==> config.mk <==
export PLATFORM = sky130hd
export DESIGN_NAME = board_io_conditioner
export DESIGN_NICKNAME = d
export VERILOG_FILES = /design/src/rtl/board_io_pkg.sv /design/src/rtl/board_io_conditioner_debounce_ch.sv /design/src/rtl/board_io_conditioner.sv
export SDC_FILE = /design/constraint.sdc
export NUM_CORES = 1
export LEC_CHECK = 0
export BUFFER_PORTS_ARGS = -buffer_cell sky130_fd_sc_hd__buf_4
export CAP_MARGIN = 10
export CORE_AREA = 3 3 126 128
export CTS_CLUSTER_SIZE = 8
export DETAILED_ROUTE_END_ITERATION = 8
export DIE_AREA = 0 0 129 131
export SLEW_MARGIN = 20
export SYNTH_ARGS = -nofsm -noshare
export SYNTH_HDL_FRONTEND = slang
export SYNTH_SLANG_ARGS = --single-unit
==> constraint.sdc <==
create_clock -name clk -period 2.98 [get_ports clk]
set_input_delay 0.149 -clock clk [delete_from_list [all_inputs] [get_ports clk]]
set_output_delay 0.149 -clock clk [all_outputs]
set_load 0.01 [all_outputs]
==> src/rtl/board_io_pkg.sv <==
// Shared types and default parameters for the board I/O conditioner.
package board_io_pkg;
  typedef enum logic [1:0] {ST_HOLD, ST_COUNT, ST_RUN} rst_state_t;

  localparam int N_BTN_DEF           = 5;
  localparam int DEBOUNCE_CYCLES_DEF = 650000;
  localparam int RST_HOLD_CYCLES_DEF = 16;
  localparam int RST_BTN_IDX_DEF     = 0;
  localparam int SYNC_STAGES_DEF     = 2;

  // Counter width that stays legal (>= 1 bit) for a terminal count of 1.
  function automatic int cnt_w(input int n);
    return (n > 1) ? $clog2(n) : 1;
  endfunction
endpackage

==> src/rtl/board_io_conditioner_debounce_ch.sv <==
// One button channel: synchroniser, stability counter, press/release pulses.
module debounce_ch
  import board_io_pkg::*;
#(
  parameter int DEBOUNCE_CYCLES = DEBOUNCE_CYCLES_DEF,
  parameter int SYNC_STAGES     = SYNC_STAGES_DEF
) (
  input  logic clk,
  input  logic rst_n,
  input  logic btn,
  output logic level,
  output logic press,
  output logic rel
);
  localparam int CW = cnt_w(DEBOUNCE_CYCLES);
  localparam logic [CW-1:0] CNT_MAX = CW'(DEBOUNCE_CYCLES - 1);

  logic [SYNC_STAGES-1:0] sync_q;
  logic [CW-1:0]          cnt;
  logic                   btn_s;

  assign btn_s = sync_q[SYNC_STAGES-1];

  always_ff @(posedge clk) begin
    if (!rst_n) begin
      sync_q <= '0;
      cnt    <= '0;
      level  <= 1'b0;
      press  <= 1'b0;
      rel    <= 1'b0;
    end else begin
      sync_q <= {sync_q[SYNC_STAGES-2:0], btn};
      press  <= 1'b0;
      rel    <= 1'b0;
      // Any sample agreeing with the accepted level restarts the stability window.
      if (btn_s == level) begin
        cnt <= '0;
      end else if (cnt == CNT_MAX) begin
        level <= btn_s;
        cnt   <= '0;
        press <= btn_s;
        rel   <= !btn_s;
      end else begin
        cnt <= cnt + 1'b1;
      end
    end
  end
endmodule

==> src/rtl/board_io_conditioner.sv <==
// Board front end: debounced buttons plus system-reset sequencing from clock lock.
module board_io_conditioner
  import board_io_pkg::*;
#(
  parameter int N_BTN           = N_BTN_DEF,
  parameter int DEBOUNCE_CYCLES = DEBOUNCE_CYCLES_DEF,
  parameter int RST_HOLD_CYCLES = RST_HOLD_CYCLES_DEF,
  parameter int RST_BTN_IDX     = RST_BTN_IDX_DEF,
  parameter int SYNC_STAGES     = SYNC_STAGES_DEF
) (
  input  logic             clk,
  input  logic             rst_n,
  input  logic             locked,
  input  logic [N_BTN-1:0] btn,
  output logic [N_BTN-1:0] btn_level,
  output logic [N_BTN-1:0] btn_press,
  output logic [N_BTN-1:0] btn_release,
  output logic             sys_rst,
  output logic             rst_done
);
  localparam int HW = cnt_w(RST_HOLD_CYCLES);
  localparam logic [HW-1:0] HOLD_MAX = HW'(RST_HOLD_CYCLES - 1);

  for (genvar i = 0; i < N_BTN; i++) begin : g_ch
    debounce_ch #(
      .DEBOUNCE_CYCLES(DEBOUNCE_CYCLES),
      .SYNC_STAGES    (SYNC_STAGES)
    ) u_ch (
      .clk  (clk),
      .rst_n(rst_n),
      .btn  (btn[i]),
      .level(btn_level[i]),
      .press(btn_press[i]),
      .rel  (btn_release[i])
    );
  end

  logic [SYNC_STAGES-1:0] lock_sync;
  logic                   locked_s;
  logic                   abort;
  rst_state_t             state;
  logic [HW-1:0]          hold_cnt;

  assign locked_s = lock_sync[SYNC_STAGES-1];
  assign abort    = !locked_s || btn_level[RST_BTN_IDX];

  always_ff @(posedge clk) begin
    if (!rst_n) begin
      lock_sync <= '0;
      state     <= ST_HOLD;
      hold_cnt  <= '0;
      sys_rst   <= 1'b1;
      rst_done  <= 1'b0;
    end else begin
      lock_sync <= {lock_sync[SYNC_STAGES-2:0], locked};
      if (abort) begin
        state    <= ST_HOLD;
        hold_cnt <= '0;
      end else begin
        case (state)
          ST_HOLD: begin
            state    <= ST_COUNT;
            hold_cnt <= '0;
          end
          ST_COUNT: begin
            if (hold_cnt == HOLD_MAX) begin
              state    <= ST_RUN;
              hold_cnt <= '0;
            end else begin
              hold_cnt <= hold_cnt + 1'b1;
            end
          end
          ST_RUN:  state <= ST_RUN;
          default: state <= ST_HOLD;
        endcase
      end
      // Output stage lags the state by one edge, so release lands one cycle after ST_RUN entry.
      sys_rst  <= !(state == ST_RUN && !abort);
      rst_done <= sys_rst && state == ST_RUN && !abort;
    end
  end
endmodule
======== After elaboration in Yosys (flattened, before gate mapping) ========
Index checks and enable logic that the tools add are counted.
storage, ports and cells
  bits in registers ....................... 135
  bits of input ports ..................... 8
  output and inout port bits .............. 17
  word-level logic and storage cells ...... 95
operators by class
  add/subtract/negate cells ............... 6
  eq/ne operators ......................... 14
  muxes and demuxes ....................... 4
  bitwise logic cells ..................... 11
  reduce and logical (&&, ||, !) cells .... 30
operators by type and width
  cell                   count
  $add 20x1->20 const B  5
  $eq 20x20->1 const B   5
  $reduce_or 3->1        10
  $not 1->1              11
  $reduce_and 2->1       5
  $logic_not 1->1        8
  $pmux 4 s2             1
  $pmux 2 s3             1
  $eq 1x1->1             5
  $add 4x1->4 const B    1
  $eq 4x4->1 const B     1
  $mux 4                 1
  $logic_and 1x1->1      3
  $eq 2x1->1 const B     1
  $eq 2x2->1 const B     1
  $logic_not 2->1        1
  $mux 2                 1
  $ne 2x2->1 const B     1
  $reduce_bool 2->1      1
  $reduce_or 2->1        1
  $logic_or 1x1->1       1

======== Logic depth before layout (Yosys ltp) ========
  depth in word-level cells ............... 5
  mapped depth ............................ 6
  mapped depth without buffers ............ 5

======== Hierarchy ========
A second synthesis with hierarchy kept.
second synthesis, totals
  cells, all modules ...................... 666
  area total of the unflattened synthesis .. 6233.5 sq um
by module, submodules not included
  module                          times used  cells each  area each (sq um)
  debounce_ch (g_ch[0].u_ch ...)  4           123         1158.6
  debounce_ch (g_ch[4].u_ch)      1           124         1153.6
  board_io_conditioner            1           50          445.4

======== Worst setup path before layout ========
Ideal clock, no wire load.
  kind .................................... register -> register
  start ................................... register g_ch[3].u_ch.cnt[6]
  end ..................................... register g_ch[3].u_ch.cnt[11]
  arrival ................................. 1.827 ns
  path slack .............................. 1.038 ns
  stages on the path, launching flop included .. 6
  clock period less this slack ............ 1.942 ns
  cells stage by stage .................... dfxtp_1 > or4_1 > or4_4 > o21ai_4 > buf_6 > nor2_1
on the way
  longest elaborated chain between the ends .. 2
ends and longest elaborated chain
  element                                                                line                                    source
  from (decl)                                                            board_io_conditioner_debounce_ch.sv:19  logic [CW-1:0] cnt;
  from (signal assigned)                                                 board_io_conditioner_debounce_ch.sv:44  cnt <= cnt + 1'b1;
  parallel branches: the longest is 2 deep, another holds $add 20x1->20  -
Parallel ways; which one is timed is not known.
A chain may end at the register's enable or synchronous reset.

======== Worst setup path in the final report ========
  start ................................... register g_ch[4].u_ch.cnt[17]
  end ..................................... register g_ch[4].u_ch.cnt[2]
on the way
  longest elaborated chain between the ends .. 2
ends and longest elaborated chain
  element                           line                                    source
  from (decl)                       board_io_conditioner_debounce_ch.sv:19
  from (signal assigned)            board_io_conditioner_debounce_ch.sv:44
  $eq 20x20->1                      board_io_conditioner_debounce_ch.sv:38  end else if (cnt == CNT_MAX) begin
  $reduce_or 3->1 (no source line)  -
No other way between the ends.

==> impl_metrics.json <==
{
  "status": "finished clean",
  "crit_slowest_cell": "or4_4",
  "synthFlopType": "dfxtp_1",
  "grt_start_max_net_pins": 29,
  "synth.cell_area_sq_mm": 0.00590,
  "worstSetupEndpointType": "flop",
  "synth_top_cell_by_area": "dfxtp_1",
  "crit_end": "g_ch[4].u_ch.cnt[2]",
  "coreArea_sq_mm": 0.0150,
  "crit_required_ps": 3270,
  "clock.fmax_mhz": 473,
  "cp.depth": 4,
  "netlist_instances": 667,
  "hpwl_mm": 7.87,
  "clkPwrFrac_pct": 54.2,
  "path_clk_slew_ps": 60,
  "rsz0062_at_grt": "no",
  "synth.distinct_cells": 45,
  "postSynthAreaPerCell_sq_um": 8.85,
  "p_leak_nw": 2.21,
  "cp.arrival_ps": 2410,
  "globalplace.congestion": 0.828,
  "slew_violations": 0,
  "maxSlewHeadroom_pct": 44.9,
  "antenna_left": 0,
  "detail_route.iter0.violations": 279,
  "mostFrequentLayoutCells": "135 x dfxtp_1, 117 x nor2_1, 64 x xnor2_1, 41 x nand2_1, 33 x nand3_1",
  "worst_slack_ps": 866,
  "root_buffer": "clkbuf_16",
  "post-route-min-period_ps": 2110,
  "viasPerCell": 5.11,
  "placed_cell_area_sq_mm": 0.00617,
  "final_cell_area_sq_mm": 0.00686,
  "syn_nets": 684,
  "maxCapViolCount": 0,
  "cts_max_path_buffers": 2,
  "yosysSeqAreaShare_pct": 45.8,
  "dieHeight_microns": 131,
  "worstReg2RegEnd": "g_ch[4].u_ch.cnt[2]",
  "netlist_top_cells_area": "dfxtp_1 46%, xnor2_1 9.5%, nor2_1 7.4%, nand3_1 2.8%, nand4_1 2.6%",
  "num_vias": 4555,
  "preCtsSetupSlack_ps": 864,
  "setup_violations": 0,
  "initial_core_util_pct": 39.4,
  "p_comb_share_pct": 1.2,
  "portBuffers": 24,
  "worstMarginPinSlew_ps": 820,
  "powerDensity_mw_per_mm2": 597,
  "drive_gt1_share_pct": 9.23,
  "fillCellCount": 1461,
  "synth_edf_count": 0,
  "cts_htree_levels": 4,
  "synth_seq_cells": 135,
  "reg2reg_from": "g_ch[4].u_ch.cnt[17]",
  "internal_power_mw": 3.32,
  "antenna_cells": 0,
  "fin_worst_skew_ps": 5.74,
  "rows": 45,
  "grt_pass1_wl_mm": 19.5,
  "grt_pass1_vias": 4367,
  "antenna_found_initial": 0,
  "critical-path-top-delay-family": "simple AND/OR/NAND/NOR gates",
  "final_hold_viol_count": 0,
  "p_sw_share_pct": 18.9,
  "switchingPower_uw": 774,
  "yosysTopAreaCellShare_pct": 45.8,
  "critical-path-max-stage-delay_ps": 570,
  "critPathKind": "reg -> reg",
  "start_kind": "flop",
  "setup_tns_ps": 0,
  "area.growth.synth_to_final_pct": 16.2,
  "drt-wirelength-per-cell_microns": 12.7,
  "grt.total_usage_pct": 14.3,
  "die_w_microns": 129,
  "pwr-share-seq_pct": 44.5,
  "rr_worst_depth": 4,
  "crit_fanout": 17,
  "irDropWorstVdd_v": 0.000397,
  "synth-warning-count": 0,
  "final_common_cell": "dfxtp_1",
  "path_buf_inv": 0,
  "crit_start": "g_ch[4].u_ch.cnt[17]",
  "fin_crit_sh_pct": 70.9,
  "hold_path_class": "in -> reg",
  "postCtsSetupBuffers": 0,
  "dieArea_sq_mm": 0.0169,
  "numCtsBuffers": 17,
  "cts_sinks": 135,
  "tritoncts": "done",
  "rrSetupSlack_ps": 870,
  "fin_nets": 709,
  "crit_chain": "or4_1, or4_4, o21ai_4, nor2_1",
  "first_pass_iters": 4,
  "drc": 0,
  "grt_overflow_total": 0,
  "clk_latency_ps": 420,
  "async_flop_share_pct": 0,
  "finalWirelength_mm": 11.3,
  "top_level_ports": 25
}
[state kept, by name, summed over array words and instances (netlist names), 2 cells and up]
name,flops
g_ch.u_ch.level,5
state,2
hold_cnt,4
g_ch.u_ch.press,5
lock_sync,2
g_ch.u_ch.rel,5
g_ch.u_ch.sync_q,10
g_ch.u_ch.cnt,100
[routing by layer]
metal  global-route usage, %  vias up  wire length, microns
li1                        -     2350                     -
met1                    17.6     2122                  5390
met2                    23.0       67                  5330
met3                    4.92       16                   412
met4                    5.74        0                   154
met5                       0        -                     0
[power groups by stage]
stage	clock [mW]	combinational (mW)	sequential, mW
floorplan	0	0.0309	1.86
CTS	2.28	0.0523	1.82
finish	2.22	0.0509	1.82
global placement	0	0.0447	1.86
detailed placement	0	0.0459	1.86
global route	2.37	0.0580	1.82
[per-stage QoR]
| stage | hold WS, ps | std cells | total power [mW] | utilization (%) |
|---|---|---|---|---|
| after floorplan | 276 | 667 | 1.89 | - |
| after global placement | 358 | 855 | 1.91 | 41.2 |
| after detailed placement | 361 | 855 | 1.91 | 41.2 |
| after CTS | 120 | 892 | 4.15 | 45.8 |
| after global routing | 143 | 892 | 4.25 | 45.8 |
| final | 131 | 892 | 4.09 | 45.8 |
[Yosys cell counts (2+ instances only)]
library cell and n:
and3b_1 3, and3_1 16, or3_1 8, and4_1 6, mux2i_1 10, buf_6 2
or2_2 2, o21ai_4 2, inv_1 22, buf_2 3, nand3_1 33, a21o_1 2
xor2_1 14, and2_1 18, a211oi_1 2, o221ai_1 5, nor3_1 26, nor4_1 24
clkbuf_1 8, dfxtp_1 135, xnor2_1 64, o21ai_0 8, nor4bb_1 2, or4_4 2
nand2b_1 4, a21oi_1 12, nand4_1 25, nand2_1 41, nor2_1 117, or4_1 7
buf_4 15, ha_1 9, nor4b_1 6, o21ai_1 3
[cell families after synthesis]
family	count (synthesis)	share of synthesized area, %
and+or+nand+nor	347	30.3
DFF	135	45.8
xor gates and xnor gates	78	11.6
buffers and inverters	50	4.45
AOI/OAI and AO/OA	38	4.34
muxes	10	1.70
adders and majority gates	9	1.91
[worst min-delay path, delay by kind of cell]
kind          cells  cell delay, ps
buf+inv           1             190
mux               1              50
simple gates      1              90
[final cells by class]
class	count	area, sq um	share of cell area, %
clock buffer	23	488	7.11
clock inverter	8	144	2.10
inverter	22	82.6	1.20
multi-input combinational	482	2940	42.8
sequential	135	2700	39.4
tap	188	235	3.43
timing repair buffer	34	270	3.94
[worst min-delay path by stage]
| stage | from | to | slack, ps | cells past startpoint |
|---|---|---|---|---|
| finish | rst_n | g_ch[1].u_ch.level | 130 | 3 |
| global route | rst_n | g_ch[1].u_ch.level | 140 | 3 |
| CTS | rst_n | g_ch[1].u_ch.level | 120 | 3 |
| detailed placement | locked | lock_sync[0] | 360 | 2 |
| global placement | locked | lock_sync[0] | 360 | 2 |
| floorplan | btn[0] | g_ch[0].u_ch.sync_q[0] | 280 | 1 |
[what timing repair did]
| item | 4_1_cts | 5_1_grt |
|---|---|---|
| setup endpoints to repair | 0 | 0 |
| gates resized for setup | 0 | 0 |
| endpoints found under the hold margin | 6 | 0 |
| hold buffers | 6 | 0 |
Power figures use the tool's default switching activity.
